===== src/rtl/rr_arb_pkg.sv =====
// Shared constants and helpers for the round-robin arbiter slice.
// Optional feature macro: RR_ARB_LOCK_EN (see rr_arbiter.sv).
package rr_arb_pkg;

    // Supported requester count range
    localparam int N_REQ_MIN = 2;
    localparam int N_REQ_MAX = 16;

    // Ceiling log2, used to size requester index fields
    function automatic int idx_width(input int n);
        int w;
        w = 0;
        while ((1 << w) < n) begin
            w = w + 1;
        end
        return w;
    endfunction

    // Successor of index k in a ring of n entries
    function automatic int rr_next(input int k, input int n);
        if (k + 1 >= n) begin
            return 0;
        end
        return k + 1;
    endfunction

endpackage


===== src/rtl/rr_arbiter_pick.sv =====
// Combinational round-robin winner search: first requester at or after ptr_i,
// wrapping around the ring. Produces a one-hot grant and its index.
module rr_pick
    import rr_arb_pkg::*;
#(
    parameter int N_REQ = 4,
    parameter int ID_W  = idx_width(N_REQ)
) (
    input  logic [N_REQ-1:0] req_i,
    input  logic [ID_W-1:0]  ptr_i,
    output logic [N_REQ-1:0] grant_oh_o,
    output logic [ID_W-1:0]  grant_idx_o,
    output logic             grant_any_o
);

    int              scan_idx;
    logic [ID_W-1:0] scan_sel;

    // Walk the ring starting at the pointer and latch the first active request
    always_comb begin
        grant_oh_o  = '0;
        grant_idx_o = '0;
        grant_any_o = 1'b0;
        scan_idx    = 0;
        scan_sel    = '0;
        for (int off = 0; off < N_REQ; off++) begin
            scan_idx = int'(ptr_i) + off;
            if (scan_idx >= N_REQ) begin
                scan_idx = scan_idx - N_REQ;
            end
            scan_sel = scan_idx[ID_W-1:0];
            if (!grant_any_o && req_i[scan_sel]) begin
                grant_any_o           = 1'b1;
                grant_idx_o           = scan_sel;
                grant_oh_o[scan_sel]  = 1'b1;
            end
        end
    end

endmodule


===== src/rtl/rr_arbiter.sv =====
// N-way round-robin arbiter with a one-deep registered output stage.
// Optional feature macro: RR_ARB_LOCK_EN -- when defined, a requester may hold
// the grant across several beats with in_lock; otherwise in_lock is ignored.
module rr_arbiter
    import rr_arb_pkg::*;
#(
    parameter  int N_REQ  = 4,
    parameter  int DATA_W = 8,
    localparam int ID_W   = idx_width(N_REQ)
) (
    input  logic                    clk,
    input  logic                    resetn,
    input  logic [N_REQ-1:0]        in_valid,
    input  logic [N_REQ*DATA_W-1:0] in_data,
    input  logic [N_REQ-1:0]        in_lock,
    output logic [N_REQ-1:0]        in_ready,
    output logic                    out_valid,
    output logic [DATA_W-1:0]       out_data,
    output logic [ID_W-1:0]         out_id,
    input  logic                    out_ready
);

    if (N_REQ < N_REQ_MIN || N_REQ > N_REQ_MAX) begin : g_bad_n_req
        $error("rr_arbiter: N_REQ must be within 2..16");
    end

    logic              out_valid_q, out_valid_d;
    logic [DATA_W-1:0] out_data_q,  out_data_d;
    logic [ID_W-1:0]   out_id_q,    out_id_d;
    logic [ID_W-1:0]   ptr_q,       ptr_d;

    logic [N_REQ-1:0]  pick_req;
    logic [N_REQ-1:0]  grant_oh;
    logic [ID_W-1:0]   grant_idx;
    logic              grant_any;
    logic              slot_free;
    logic              xfer;
    logic [DATA_W-1:0] win_data;

`ifdef RR_ARB_LOCK_EN
    logic             lock_active_q, lock_active_d;
    logic [N_REQ-1:0] ptr_mask;

    // While locked, only the requester at the pointer may compete
    always_comb begin
        ptr_mask        = '0;
        ptr_mask[ptr_q] = 1'b1;
        pick_req        = lock_active_q ? (in_valid & ptr_mask) : in_valid;
    end
`else
    logic unused_lock;
    assign unused_lock = ^in_lock;

    // Pure round-robin: every valid requester competes
    always_comb begin
        pick_req = in_valid;
    end
`endif

    rr_pick #(
        .N_REQ (N_REQ),
        .ID_W  (ID_W)
    ) u_pick (
        .req_i       (pick_req),
        .ptr_i       (ptr_q),
        .grant_oh_o  (grant_oh),
        .grant_idx_o (grant_idx),
        .grant_any_o (grant_any)
    );

    assign slot_free = !out_valid_q || out_ready;
    assign xfer      = resetn && slot_free && grant_any;
    assign in_ready  = xfer ? grant_oh : '0;

    // Select the winning payload with constant slices so no variable part-select is needed
    always_comb begin
        win_data = '0;
        for (int i = 0; i < N_REQ; i++) begin
            if (grant_oh[i]) begin
                win_data = in_data[i*DATA_W +: DATA_W];
            end
        end
    end

    // Next state of the output stage, rotation pointer and lock
    always_comb begin
        out_valid_d = out_valid_q;
        out_data_d  = out_data_q;
        out_id_d    = out_id_q;
        ptr_d       = ptr_q;
`ifdef RR_ARB_LOCK_EN
        lock_active_d = lock_active_q;
`endif
        if (xfer) begin
            out_valid_d = 1'b1;
            out_data_d  = win_data;
            out_id_d    = grant_idx;
`ifdef RR_ARB_LOCK_EN
            if (in_lock[grant_idx]) begin
                lock_active_d = 1'b1;
                ptr_d         = grant_idx;
            end else begin
                lock_active_d = 1'b0;
                ptr_d         = ID_W'(rr_next(int'(grant_idx), N_REQ));
            end
`else
            ptr_d = ID_W'(rr_next(int'(grant_idx), N_REQ));
`endif
        end else if (out_ready) begin
            out_valid_d = 1'b0;
        end
    end

    // State registers with synchronous active-low reset
    always_ff @(posedge clk) begin
        if (!resetn) begin
            out_valid_q <= 1'b0;
            out_data_q  <= '0;
            out_id_q    <= '0;
            ptr_q       <= '0;
`ifdef RR_ARB_LOCK_EN
            lock_active_q <= 1'b0;
`endif
        end else begin
            out_valid_q <= out_valid_d;
            out_data_q  <= out_data_d;
            out_id_q    <= out_id_d;
            ptr_q       <= ptr_d;
`ifdef RR_ARB_LOCK_EN
            lock_active_q <= lock_active_d;
`endif
        end
    end

    assign out_valid = out_valid_q;
    assign out_data  = out_data_q;
    assign out_id    = out_id_q;

endmodule


===== config.mk =====
export PLATFORM = sky130hd
export DESIGN_NAME = rr_arbiter
export DESIGN_NICKNAME = d
export VERILOG_FILES = /design/src/rtl/rr_arb_pkg.sv /design/src/rtl/rr_arbiter_pick.sv /design/src/rtl/rr_arbiter.sv
export SDC_FILE = /design/constraint.sdc
export NUM_CORES = 1
export LEC_CHECK = 0
export BUFFER_PORTS_ARGS = -buffer_cell sky130_fd_sc_hd__clkbuf_2
export CAP_MARGIN = 10
export CORE_ASPECT_RATIO = 1.5
export CORE_MARGIN = 2
export CORE_UTILIZATION = 42
export DETAILED_ROUTE_END_ITERATION = 6
export HOLD_SLACK_MARGIN = 0.02
export PLACE_DENSITY = 0.76
export SETUP_SLACK_MARGIN = 0.4
export SLEW_MARGIN = 0
export SYNTH_ARGS = -nofsm -noshare
export SYNTH_HDL_FRONTEND = slang
export SYNTH_SLANG_ARGS = --single-unit

===== constraint.sdc =====
create_clock -name clk -period 3.3 [get_ports clk]
set_input_delay 0.33 -clock clk [delete_from_list [all_inputs] [get_ports clk]]
set_output_delay 0.33 -clock clk [all_outputs]
set_load 0.01 [all_outputs]

==> results of run 1 <==
[synthesized netlist by cell type, types with 2 or more instances]
library cell / count / area share [%]
sky130_fd_sc_hd__nand2_1: 3 / 0.92
sky130_fd_sc_hd__ha_1: 7 / 7.1
sky130_fd_sc_hd__a21oi_1: 2 / 0.81
sky130_fd_sc_hd__mux4_2: 3 / 5.5
sky130_fd_sc_hd__nand3_1: 3 / 1.2
sky130_fd_sc_hd__nor2_1: 15 / 4.6
sky130_fd_sc_hd__and2_1: 4 / 2.0
sky130_fd_sc_hd__mux2_2: 2 / 1.8
sky130_fd_sc_hd__clkbuf_1: 3 / 0.92
sky130_fd_sc_hd__nand3b_1: 2 / 1.2
sky130_fd_sc_hd__nor2b_1: 2 / 1.0
sky130_fd_sc_hd__o21ai_0: 5 / 2.0
sky130_fd_sc_hd__nor3b_1: 2 / 1.2
sky130_fd_sc_hd__inv_1: 6 / 1.8
sky130_fd_sc_hd__mux2i_1: 4 / 3.3
sky130_fd_sc_hd__a221oi_1: 9 / 6.4
sky130_fd_sc_hd__buf_1: 2 / 0.61
sky130_fd_sc_hd__buf_2: 3 / 1.2
sky130_fd_sc_hd__nor3_1: 3 / 1.2
sky130_fd_sc_hd__buf_6: 2 / 1.8
sky130_fd_sc_hd__a22oi_1: 8 / 4.9
sky130_fd_sc_hd__dfxtp_1: 13 / 21
sky130_fd_sc_hd__nand2b_1: 4 / 2.0
sky130_fd_sc_hd__o31ai_1: 9 / 5.5
[through the flow]
stage          std cells  util [%]  setup WS [ns]
2_1_floorplan        136         -          0.401
3_3_place_gp         222      53.3          0.566
3_5_place_dp         222      53.3          0.496
4_1_cts              232      57.3          0.407
5_1_grt              236      59.5          0.390
6_report             236      59.5          0.466
[what timing repair did]
action | CTS | global route
setup endpoints to repair | 4 | 12
setup buffers | 5 | 4
gates cloned | 1 | 0
pin swaps | 2 | 1
resized for setup | 1 | 5
[worst paths after layout]
path	from	endpoint	slack, ns	depth (start not counted)
setup / recovery	register	in_ready[0]	0.47	7
hold / removal	in_data[28]	out_data[4]	0.31	3
setup reg to reg	register	out_data[1]	0.53	11
hold reg to reg	out_data[3]	out_data[3]	0.49	2
[flip-flops by register name, indices dropped and copies added, names as in the netlist, named ones only]
| name | cells |
|---|---|
| ptr_q | 1 |
| out_id | 2 |
| out_data | 8 |
| out_valid | 1 |
[power by group through the flow]
stage / logic (uW) / registers, uW / clock network, uW
2_1_floorplan: 801 / 272 / 0
5_1_grt: 1350 / 251 / 157
3_3_place_gp: 1010 / 243 / 0
3_5_place_dp: 1050 / 246 / 0
6_report: 1250 / 244 / 149
4_1_cts: 1120 / 243 / 148
[final cells by class]
type	count	area, um^2	share of cell area [%]
Clock buffer	3	41.3	2.43
Clock inverter	1	5.00	0.295
Inverter	6	22.5	1.33
Multi-Input combinational cell	108	943	55.6
Sequential cell	13	260	15.3
Tap cell	39	48.8	2.88
Timing Repair Buffer	66	375	22.1
[cell families (layout without fill, tap and decap cells)]
kind of cell               count (synthesis)  after routing  share of synthesized area (%)
adders and majority gates                  7              7                           7.13
DFF                                       13             13                           21.2
and+or+nand+nor                           43             43                           20.0
muxes                                     10             11                           12.7
AOI/OAI and AO/OA                         45             45                           31.2
xor gates and xnor gates                   2              2                           1.43
buffers and inverters                     16             76                           6.42
[worst reg2reg max path, delay by kind of cell (launching register included)]
kind	cells	cell delay (ns)
and+or+nand+nor	1	0.18
adders and majority gates	1	0.36
DFF	1	0.34
AOI/OAI and AO/OA	4	0.67
buffers and inverters	4	0.72
muxes	1	0.38
[metal layers]
metal / track usage [%] / wire [um] / share of wire, % / vias to the layer above
met1: 23.5 / 1420 / 38 / 650
met3: 2.07 / 198 / 5.3 / 5
met5: 0 / 0 / 0 / -
met4: 9.01 / 59 / 1.6 / 0
met2: 38.5 / 2050 / 55 / 56
li1: - / - / - / 650
==> metrics.md, run 1 <==
| Metric | Value |
|---|---|
| Switching part of the total power | 46.6% |
| Final nets | 248 |
| Die area | 3380 um^2 |
| Final period util | 85.9% |
| Design Area, Final | 1700 um^2 |
| I/O pin total | 58 |
| CP Max Fanout | 18 |
| Run status | complete, no violations |
| Count of input and output buffers | 53 |
| Leakage power figure | 0.000744 uW |
| Yosys Warn Count | 0 |
| Worst vdd ir | 0.545 mV |
| Congestion Overflow GR | 0 |
| Critical Path Most Common Cell | sky130_fd_sc_hd__buf_4 |
| Clock latency on the worst-skew pair | 0.25 ns |
| Worst endpoint required time | 2.97 ns |
| Number of buffer and inverter instances along the worst setup path | 3 |
| Number of enable-type register cells in the synthesized netlist | 0 |
| Initial Utilization | 43.1% |
| Area growth from synthesis to final layout | 38.1% |
| Tightest Pin Transition | 0.496 ns |
| Clock Path Buffers | 2 |
| Total Power | 1640 uW |
| Internal power consumption | 878 uW |
| Initial drt markers | 27 |
| Routed wire length | 3730 um |
| FMAX | 0.353 GHz |
| Vias per Instance | 5.77 |
| Most common library cell in the layout ignoring fill and taps | sky130_fd_sc_hd__clkbuf_2 |
| Total Negative Setup Slacks | 0 ns |
| Critical path class | register to output pin |
| Final count of negative-setup-slack endpoints | 0 |
| Standard cell area after detailed placement | 1520 um^2 |
| Gpl congestion | 0.788 |
| Number of antenna violations at the first check in global routing | 0 |
| Delay of the slowest cell on the worst path | 0.71 ns |
| Mapped Avg Cell Area | 9.03 um^2 |
| Total core area | 2850 um^2 |
| Number of search-and-repair iterations in the first detailed-routing pass | 4 |
| Max-Slew Margin vs Limit | 66.7% |
| Standard-cell rows | 24 |
| Number of sinks handled by clock tree synthesis | 13 |
| RSZ-0062 raised after global routing | false |
| Via count of the first global-routing pass | 1,283 |
| Combinational fraction of design power | 76.1% |
| Clock group share of total power | 9.1% |
| Count of filler cells inserted in the layout | 255 |
| Critical Path Start Type | register |
| HPWL after DPL | 2690 um |
| Kind of capture point of the worst setup path | output pin |
| Via count | 1,361 |
| Post-synth design cell area | 1230 um^2 |
| Number of pins exceeding their max-slew limit in the final report | 0 |
| Final routed wire length divided by cell count | 15.8 um |
| Worst hold path class | input port to register |
| Die Span X | 48.2 um |
| Critical path's top delay family | multiplexers |
| Total global-route track usage | 21.5% |
| Slowest cell on crit path | sky130_fd_sc_hd__mux4_1 |
| Number of antenna-violating nets in the routed design | 0 |
| Number of inserted diodes | 0 |
| Share of post-route cells with drive strength above 1 | 45.2% |
| Fin. Hold Viols | 0 |
| Pwr per Cell Area | 968 nW/um^2 |
| Min Tclk post-route | 2.83 ns |
| Number of maximum-capacitance violations | 0 |
| Number of synthesized register bits | 13 |
| Count of mapped cells out of synthesis | 136 |
| Worst hold slack | 0.309 ns |
| Post-synth top flop | sky130_fd_sc_hd__dfxtp_1 |
| TritonCTS clock tree | built |
| Count of hold buffers inserted by post-cts repair | 0 |
| Number of nets in the synthesized netlist | 186 |
| DRC | 0 |
| Synth async-reset ratio | 0% |
| Proportion of power drawn by flip-flops and latches | 14.9% |
| CP cell instances | buf_4, mux4_1, nor4_2, nand3b_1, buf_4, nor3b_1, clkbuf_2 |
| Pin count of the biggest net entering global routing | 19 |
| Clock Root Buffer | sky130_fd_sc_hd__clkbuf_8 |
| CP arrival | 2.50 ns |
| Die Height | 70.2 um |
| Count of different cell masters after synthesis | 44 |
| Sequential fraction of the synthesis area | 21.2% |
| Clock edge transition at the registers on the reported setup and hold paths | 0.06 ns |
| Leading cell types in the layout, fill and taps excluded | 53 x sky130_fd_sc_hd__clkbuf_2, 13 x sky130_fd_sc_hd__nor2_1, 13 x sky130_fd_sc_hd__dfxtp_1 |
| Switching power summed over all nets | 765 uW |
| Num CTS Buffers | 3 |
| Depth of the CTS H-tree | 1 |
| Fin Clk Skew | 0.00109 ns |
| Wire length of the first global-routing pass | 5460 um |
Note: power is estimated with default switching activity, not from simulation.
==> run 2, diff against run 1 <==
--- a/config.mk
+++ b/config.mk
@@ -8,5 +8,5 @@
 export BUFFER_PORTS_ARGS = -buffer_cell sky130_fd_sc_hd__clkbuf_2
 export CAP_MARGIN = 10
-export CORE_ASPECT_RATIO = 1.5
+export CORE_ASPECT_RATIO = 1.1
 export CORE_MARGIN = 2
 export CORE_UTILIZATION = 42
==> constraint.sdc (replaced) <==
create_clock -name clk -period 3.3 [get_ports clk]
set_input_delay 0.33 -clock clk [delete_from_list [all_inputs] [get_ports clk]]
set_output_delay 0.33 -clock clk [all_outputs]
set_load 0.05 [all_outputs]
==> run 2 against run 1 <==
Net effect:
- worst hold slack lost 0.028 ns
- register-to-register slack worse by 0.04 ns
- clock skew is 0.0017 ns higher
- wire length is 1.9% lower
- design area increased by 4.9%
- total power is 17% higher
- count of clock-buffer cells in the layout is 1 higher
- worst setup slack worse by 0.063 ns
- flip-flop and latch count is the same
- sequential share of layout area shrank 0.65 points
- non-clock buffer count is 8 higher
- largest cell class unchanged
- die area is 0.25% lower
==> metrics.md, run 2 (synthesis gave the netlist of run 1 again) <==
| Metric | Value |
|---|---|
| Run status | complete, no violations |
| Number of flip-flops under the largest register name | 8 |
| Die area | 3370 um^2 |
| Critical Path Start Type | register |
| Via count of the first global-routing pass | 1,290 |
| Final period util | 87.8% |
| Clock edge transition at the registers on the reported setup and hold paths | 0.08 ns |
| Total core area | 2780 um^2 |
| Final instance count without filler cells | 238 |
| Worst vdd ir | 0.670 mV |
| Placed insts | 217 |
| Clock Path Buffers | 2 |
| Die Span X | 55.6 um |
| Final count of negative-setup-slack endpoints | 0 |
| Depth of the CTS H-tree | 1 |
| Leakage power figure | 0.000780 uW |
| Final routed wire length divided by cell count | 15.4 um |
| Switching power summed over all nets | 977 uW |
| Worst endpoint required time | 2.97 ns |
| Register-to-Register Path Depth | 11 |
| Num CTS Buffers | 3 |
| Internal power consumption | 937 uW |
| Fin. Hold Viols | 0 |
| Critical path endpoint | in_ready[0] |
| Pin count of the biggest net entering global routing | 19 |
| Proportion of power drawn by flip-flops and latches | 12.9% |
| Worst reg-to-reg setup slack | 0.49 ns |
| Share of post-route cells with drive strength above 1 | 49.3% |
| Total global-route track usage | 20.7% |
| Min Tclk post-route | 2.90 ns |
| CP Max Fanout | 6 |
| Routed wire length | 3660 um |
| Standard-cell rows | 20 |
| Wire length of the first global-routing pass | 5590 um |
| Number of pins exceeding their max-slew limit in the final report | 0 |
| Combinational fraction of design power | 81.8% |
| Pwr per Cell Area | 1080 nW/um^2 |
| Switching part of the total power | 51.0% |
| Most common library cell in the layout ignoring fill and taps | sky130_fd_sc_hd__clkbuf_2 |
| HPWL after DPL | 2510 um |
| CP arrival | 2.57 ns |
| Number of sinks handled by clock tree synthesis | 13 |
| RSZ-0062 raised after global routing | true |
| Number of search-and-repair iterations in the first detailed-routing pass | 4 |
| Total Negative Setup Slacks | 0 ns |
| Number of maximum-capacitance violations | 0 |
| DRC | 0 |
| Via count | 1,414 |
| Clock group share of total power | 5.2% |
| Count of hold buffers inserted by post-cts repair | 0 |
| Fin Clk Skew | 0.00281 ns |
| Congestion Overflow GR | 0 |
| Max-Slew Margin vs Limit | 71.9% |
| Leading cell types in the layout, fill and taps excluded | 50 x sky130_fd_sc_hd__clkbuf_2, 20 x sky130_fd_sc_hd__buf_4, 13 x sky130_fd_sc_hd__nor2_1 |
| Count of input and output buffers | 53 |
| Clock latency on the worst-skew pair | 0.28 ns |
| Initial Utilization | 44.2% |
| Kind of capture point of the worst setup path | output pin |
| Number of antenna-violating nets in the routed design | 0 |
| Initial drt markers | 35 |
| Final nets | 256 |
| Area growth from synthesis to final layout | 44.9% |
| Die Height | 60.7 um |
| Number of inserted diodes | 0 |
| Tightest Pin Transition | 0.419 ns |
| Clock Root Buffer | sky130_fd_sc_hd__clkbuf_4 |
| Number of antenna violations at the first check in global routing | 0 |
| FMAX | 0.345 GHz |
| Worst hold path class | input port to register |
| Reg2Reg Capture Point | out_data[3] |
| Gpl congestion | 0.817 |
| Critical path class | register to output pin |
| Vias per Instance | 5.94 |
| TritonCTS clock tree | built |
| I/O pin total | 58 |
## run 2: cell types whose count changed in the layout (fill, tap and decap cells not counted), sizes merged
cell | previous run | this run
buf | 13 | 21
clkbuf | 56 | 57
clkinv | 1 | 0
clkinvlp | 0 | 1
inv | 6 | 5
## run 2: layout make-up
class                           count  area, um^2
Clock buffer                        4        26.3
Fill cell                         218         997
Inverter                            6        26.3
Multi-Input combinational cell    108         985
Sequential cell                    13         262
Tap cell                           33        41.3
Timing Repair Buffer               74         440
## run 2: stage by stage
step                setup WS [ns]  total power, uW  hold slack (ns)  area (um^2)  utilization, %
floorplan                   0.400             1310            0.452         1280               -
global placement            0.470             1470            0.459         1550            55.9
detailed placement          0.383             1510            0.466         1550            55.9
CTS                         0.402             1780            0.279         1700            61.1
global route                0.319             2040            0.286         1780            64.1
finish                      0.403             1910            0.281         1780            64.1
## run 2: metal layers
layer	vias to the layer above	part of all wire (%)	GRT usage, %
li1	668	-	-
met1	674	38	23.4
met2	63	53	38.9
met3	9	7.2	3.41
met4	0	1.7	9.41
met5	-	0	0
## run 2: worst min-delay path by stage
stage / cells after the start / end / slack, ns / start
2_1_floorplan: 1 / register / 0.45 / resetn
3_3_place_gp: 2 / out_data[2] / 0.46 / out_data[2]
3_5_place_dp: 2 / out_data[7] / 0.47 / out_data[7]
4_1_cts: 3 / out_data[7] / 0.28 / in_data[31]
5_1_grt: 3 / out_data[4] / 0.29 / in_data[28]
6_report: 3 / out_data[4] / 0.28 / in_data[28]
## run 2: power groups by stage
| stage | sequential (uW) | combinational (uW) | clock [uW] |
|---|---|---|---|
| 2_1_floorplan | 404 | 906 | 0 |
| 3_3_place_gp | 243 | 1230 | 0 |
| 3_5_place_dp | 247 | 1270 | 0 |
| 4_1_cts | 243 | 1430 | 105 |
| 5_1_grt | 254 | 1670 | 113 |
| 6_report | 248 | 1570 | 100 |
## run 2: critical path, stage by stage, from the launching register on
cell and delay, ns:
sky130_fd_sc_hd__dfxtp_2 0.37, sky130_fd_sc_hd__clkinvlp_4 0.13, sky130_fd_sc_hd__ha_4 0.32, sky130_fd_sc_hd__mux4_2 0.37
sky130_fd_sc_hd__nor4_2 0.36, sky130_fd_sc_hd__nand3b_1 0.29, sky130_fd_sc_hd__buf_4 0.18, sky130_fd_sc_hd__nor3b_4 0.04
sky130_fd_sc_hd__clkbuf_4 0.22
## run 2: timing repair
item,in CTS,in global routing
gates cloned,1,0
pin swaps,1,2
resized for setup,9,8
setup buffers,7,9
endpoints found under the setup margin,12,12
